==> config.mk <==
export PLATFORM = sky130hd
export DESIGN_NAME = shift_right_unit_flat
export DESIGN_NICKNAME = d
export VERILOG_FILES = /design/src/rtl/shifter_pkg.sv /design/src/rtl/shift_right_unit_if.sv /design/src/rtl/shift_right_stage.sv /design/src/rtl/shift_right_unit.sv /design/src/flat_wrapper.sv
export SDC_FILE = /design/constraint.sdc
export NUM_CORES = 1
export LEC_CHECK = 0
export ABC_CLOCK_PERIOD_IN_PS = 4350
export BUFFER_PORTS_ARGS = -buffer_cell sky130_fd_sc_hd__buf_2
export CORE_MARGIN = 2
export CORE_UTILIZATION = 55
export CTS_CLUSTER_DIAMETER = 60
export DETAILED_ROUTE_END_ITERATION = 8
export PLACE_DENSITY_LB_ADDON = 0.2
export RECOVER_POWER = 100
export SLEW_MARGIN = 25
export SYNTH_ARGS = -nofsm -noshare
export SYNTH_HDL_FRONTEND = slang
export SYNTH_SLANG_ARGS = --single-unit
==> constraint.sdc <==
create_clock -name clk -period 4.35 [get_ports clk]
set_input_delay 0.87 -clock clk [delete_from_list [all_inputs] [get_ports clk]]
set_output_delay 0.87 -clock clk [all_outputs]
set_load 0.1 [all_outputs]
==> src/rtl/shifter_pkg.sv <==
// Shared definitions for the shift units: FSM encoding and default geometry.
package shifter_pkg;

    localparam int unsigned DEF_WIDTH = 32;
    localparam int unsigned DEF_SHW   = 5;

    typedef enum logic [1:0] {
        IDLE  = 2'd0,
        SHIFT = 2'd1,
        DONE  = 2'd2
    } state_e;

endpackage

==> src/rtl/shift_right_unit_if.sv <==
// Request/response bundle of the iterative right shifter.
interface shift_right_unit_if import shifter_pkg::*; #(
    parameter int unsigned WIDTH = DEF_WIDTH,
    parameter int unsigned SHW   = DEF_SHW
);

    logic             start;
    logic [WIDTH-1:0] inA;
    logic [SHW-1:0]   inB;
    logic             arith;
    logic             busy;
    logic             done;
    logic [WIDTH-1:0] out;

    modport master (
        output start, inA, inB, arith,
        input  busy, done, out
    );

    modport slave (
        input  start, inA, inB, arith,
        output busy, done, out
    );

endinterface

==> src/rtl/shift_right_stage.sv <==
// One conditional right shift by a power-of-two distance, with selectable fill.
module shift_right_stage import shifter_pkg::*; #(
    parameter int unsigned WIDTH = DEF_WIDTH,
    parameter int unsigned SHW   = DEF_SHW
) (
    input  logic [WIDTH-1:0] data,
    input  logic [SHW-1:0]   distance,
    input  logic             enable,
    input  logic             fill,
    output logic [WIDTH-1:0] result
);

    // Ones-fill is a logical shift of the complement, complemented back.
    always_comb begin
        result = data;
        if (enable) begin
            if (fill) begin
                result = ~((~data) >> distance);
            end else begin
                result = data >> distance;
            end
        end
    end

endmodule

==> src/rtl/shift_right_unit.sv <==
// Iterative SRL/SRA: one shift stage reused for SHW cycles, bit k of the amount per cycle.
module shift_right_unit import shifter_pkg::*; #(
    parameter int unsigned WIDTH = DEF_WIDTH,
    parameter int unsigned SHW   = DEF_SHW
) (
    input logic               clk,
    input logic               rst,
    shift_right_unit_if.slave bus
);

    state_e           state_q, state_d;
    logic [SHW-1:0]   k_q, k_d;
    logic [SHW-1:0]   amt_q;
    logic             fill_q;
    logic [WIDTH-1:0] work_q;
    logic [WIDTH-1:0] out_q;

    logic             load;
    logic             step;
    logic             last;
    logic [SHW-1:0]   distance;
    logic             stage_en;
    logic [WIDTH-1:0] stage_res;

    assign last     = (k_q == SHW'(SHW - 1));
    // distance is one-hot 2^k, so masking the amount selects amount bit k.
    assign distance = SHW'(1) << k_q;
    assign stage_en = |(amt_q & distance);

    shift_right_stage #(
        .WIDTH (WIDTH),
        .SHW   (SHW)
    ) u_stage (
        .data     (work_q),
        .distance (distance),
        .enable   (stage_en),
        .fill     (fill_q),
        .result   (stage_res)
    );

    // State and stage index registers.
    always_ff @(posedge clk or posedge rst) begin
        if (rst) begin
            state_q <= IDLE;
            k_q     <= '0;
        end else begin
            state_q <= state_d;
            k_q     <= k_d;
        end
    end

    // Next state: accept start only when not shifting; leave SHIFT after stage SHW-1.
    always_comb begin
        state_d = state_q;
        k_d     = k_q;
        load    = 1'b0;
        step    = 1'b0;
        unique case (state_q)
            IDLE, DONE: begin
                state_d = IDLE;
                if (bus.start) begin
                    state_d = SHIFT;
                    k_d     = '0;
                    load    = 1'b1;
                end
            end
            SHIFT: begin
                step = 1'b1;
                if (last) begin
                    state_d = DONE;
                    k_d     = '0;
                end else begin
                    k_d = k_q + SHW'(1);
                end
            end
            default: begin
                state_d = IDLE;
                k_d     = '0;
            end
        endcase
    end

    // Datapath: latch operands on accept, shift each SHIFT cycle, publish on the last one.
    always_ff @(posedge clk or posedge rst) begin
        if (rst) begin
            amt_q  <= '0;
            fill_q <= 1'b0;
            work_q <= '0;
            out_q  <= '0;
        end else if (load) begin
            amt_q  <= bus.inB;
            fill_q <= bus.arith & bus.inA[WIDTH-1];
            work_q <= bus.inA;
        end else if (step) begin
            work_q <= stage_res;
            if (last) begin
                out_q <= stage_res;
            end
        end
    end

    assign bus.busy = (state_q == SHIFT);
    assign bus.done = (state_q == DONE);
    assign bus.out  = out_q;

endmodule

==> src/flat_wrapper.sv <==
// flat-port wrapper written by rule: the top's interface ports become plain ports
module shift_right_unit_flat import shifter_pkg::*;
#(
    parameter int unsigned WIDTH = DEF_WIDTH,
    parameter int unsigned SHW   = DEF_SHW
)
  (clk, rst, bus_start, bus_inA, bus_inB, bus_arith, bus_busy, bus_done, bus_out);
  shift_right_unit_if #(.WIDTH(WIDTH), .SHW(SHW)) bus_i ();
  input logic clk;
  input logic rst;
  input wire logic [$bits(bus_i.start)-1:0] bus_start;
  input wire logic [$bits(bus_i.inA)-1:0] bus_inA;
  input wire logic [$bits(bus_i.inB)-1:0] bus_inB;
  input wire logic [$bits(bus_i.arith)-1:0] bus_arith;
  output wire logic [$bits(bus_i.busy)-1:0] bus_busy;
  output wire logic [$bits(bus_i.done)-1:0] bus_done;
  output wire logic [$bits(bus_i.out)-1:0] bus_out;
  assign bus_i.start = bus_start;
  assign bus_i.inA = bus_inA;
  assign bus_i.inB = bus_inB;
  assign bus_i.arith = bus_arith;
  assign bus_busy = bus_i.busy;
  assign bus_done = bus_i.done;
  assign bus_out = bus_i.out;
  shift_right_unit #(.WIDTH(WIDTH), .SHW(SHW)) u_core (.clk(clk), .rst(rst), .bus(bus_i));
endmodule
==> summary.md <==
| Metric | Value |
|---|---|
| Dpl hpwl | `roughly 13 mm` |
| Clk_skew | `11.5 ps` |
| Fraction of layout cells with a size suffix above 1 | `0.146` |
| Global-route wire length before repair | `~28 mm` |
| Num rows | `35` |
| Hold Fails Final Rpt | `0` |
| CORE AREA | `9110 sq um` |
| Antenna diodes | `0` |
| Ratio of final minimum period to clock period | `0.846` |
| Initial antenna violation count | `0` |
| Syn Nets | `637` |
| Resized cells post-CTS | `0` |
| Area occupied by multi-input gates | `2790 sq um` |
| Grt total ovfl | `0` |
| Unrepaired setup endpoints after global routing | `no` |
| Post-place setup slack | `1240 ps` |
| Post-synth EDFFs | `0` |
| Nets | `688` |
| Mapped Area | `just over 5000 sq um` |
| CP endpoint kind | `register` |
| Maximum clock path buffer count | `2` |
| Routed wire length | `18.0 mm` |
| Avg Cell Area, Syn | `8.54 sq um` |
| Register Area | `1930 sq um` |
| Synth Instances | `594` |
| Worst-skew pair later-pin latency | `roughly 360 ps` |
| I/O pin count | `75` |
| First-pass detailed-route iteration total | `8` |
| DRC viols | `0` |
| Register bit total from synthesis | `77` |
| Failing checks | `capacitance limit, slew limit` |
| Vias per inst | `6.97` |
| Setup Buffers After CTS | `0` |
| TritonCTS clock tree | `yes` |
| Root Driver | `clkbuf_8` |
| Setup crit start kind | `register` |
| Worst Tran Pin Value | `1960 ps` |
| Status | `finished, violations left` |
| Post-route setup TNS | `0 ps` |
| Slew headroom | `-0.307` |
| P&R area growth vs syn | `9.77%` |
| Sequential area share after synthesis | `0.380` |
| Final WS setup | `668 ps` |
| Largest net degree at the start of global routing | `42` |
| Yosys top cell by area | `dfrtp_1` |
| Num CTS Buffers | `9` |
| Depth of the CTS H-tree | `3` |
| Synth area leaders | `dfrtp_1 (38%), o21ai_0 (8.4%), nand2_1 (5.9%)` |
| Starting DRT DRC Count | `689` |
| Yosys cell types | `69` |
| Setup Crit Path Kind | `register to register` |
| Initial Utilization | `0.557` |
| Hold Crit Class | `register to register` |
| DIE AREA | `10000 sq um` |
| Yosys top cell area share | `0.380` |
| Clock slew seen by the registers of the worst setup and hold paths | `90 ps` |
| Ys flop type | `dfrtp_1` |
| Worst EP arrival | `around 4000 ps` |
| CP required | `4590 ps` |
| Die width | `100 microns` |
| RD Place Congestion | `about 1.0` |
| Vias in the first global route | `5013` |
| Buffers on Ports | `74` |
| Fin crit period | `3680 ps` |
| Total track usage | `0.370` |
| Num Clock Sinks | `just under 80` |
| Max-Cap Viols | `2` |
| Vias | `5306` |
| Max Clock Freq | `0.272 GHz` |
| Die height | `~100 microns` |
| CTS Hold Bufs | `0` |
| Final setup vio count | `0` |
| CP max FO | `25` |
| Share of flip-flops with an asynchronous set or reset | `1.00` |
| Fill cell count | `858` |
| Antenna Violating Nets Remaining | `0` |
| Wirelength per Cell | `23.7 microns` |
| Final Max Tran Viols | `79` |
| Syn. warnings | `0` |
==> path summary, 6_finish.rpt <==
kind	from	cells after the start	to	slack, ps
setup / recovery	u_core.k_q[0]	7	u_core.work_q[8]	670
hold / removal	u_core.bus.out[29]	2	u_core.bus.out[29]	480
setup reg to reg	u_core.k_q[0]	7	u_core.work_q[8]	670
hold reg to reg	u_core.bus.out[29]	2	u_core.bus.out[29]	480
max in group asynchronous	rst	3	u_core.work_q[26]	1890
min in group asynchronous	rst	2	u_core.work_q[8]	870
==> kinds of logic after synthesis <==
kind of cell	Yosys count	synth area share
AOI/OAI and AO/OA	238	0.312
adders and majority gates	2	0.00493
buffers and inverters	69	0.0631
DFF	77	0.380
muxes	29	0.0644
and+or+nand+nor	179	0.176
==> critical path, stage by stage (launching register included) <==
cell and delay (ps):
dfrtp_1 460, clkbuf_2 370, inv_1 590, o21ai_0 440
a221oi_1 940, o221ai_1 320, a222oi_1 370, inv_1 70
==> sequential cells by signal (all words and copies together), names as in the netlist <==
register        count
u_core.amt_q        5
u_core.bus.out     32
u_core.state_q      2
u_core.work_q      32
u_core.fill_q       1
u_core.k_q          5
==> final cells by class <==
type,count,area share
multi-input combinational,448,0.502
sequential,77,0.346
timing repair buffer,93,0.0802
clock buffer,11,0.0254
tap,111,0.0249
inverter,16,0.0110
clock inverter,5,0.0108
==> layer usage <==
metal,GRT usage,routed length (microns),vias to the layer above
li1,-,-,2335
met1,0.519,7440,2539
met2,0.561,7990,361
met3,0.0759,1890,71
met4,0.150,721,0
met5,0,0,-
==> cells in the final DEF, fill, tap and decap left out, types with 8 or more instances in the layout <==
master    count
o21ai_0      92
nand2_1      80
dfrtp_1      77
clkbuf_1     40
buf_2        39
nor2_1       32
a21oi_1      32
a22oi_1      21
mux2i_1      18
inv_1        13
buf_4        12
nand3_1      11
and3_1       10
clkbuf_8     10
mux2_2        9
a222oi_1      9
nand2b_1      8
==> cell usage after synthesis, types with 10 or more instances <==
| cell | instances |
|---|---|
| o21ai_0 | 85 |
| buf_2 | 22 |
| mux2i_1 | 18 |
| inv_1 | 14 |
| nor2_1 | 30 |
| a22oi_1 | 21 |
| nand3_1 | 11 |
| nand2_1 | 80 |
| clkbuf_1 | 20 |
| dfrtp_1 | 77 |
| a21oi_1 | 32 |
| and3_1 | 10 |
==> metrics by stage <==
step	std cells	util	hold slack, ps	area, sq um
finish	761	0.611	484	5570
global route	761	0.611	509	5570
CTS	761	0.622	486	5670
detailed placement	745	0.600	465	5470
global placement	745	0.600	456	5470
floorplan	594	-	445	5070
Power is not shown: default switching activity piles up to over one toggle a cycle in this logic, so the estimate is an artifact.
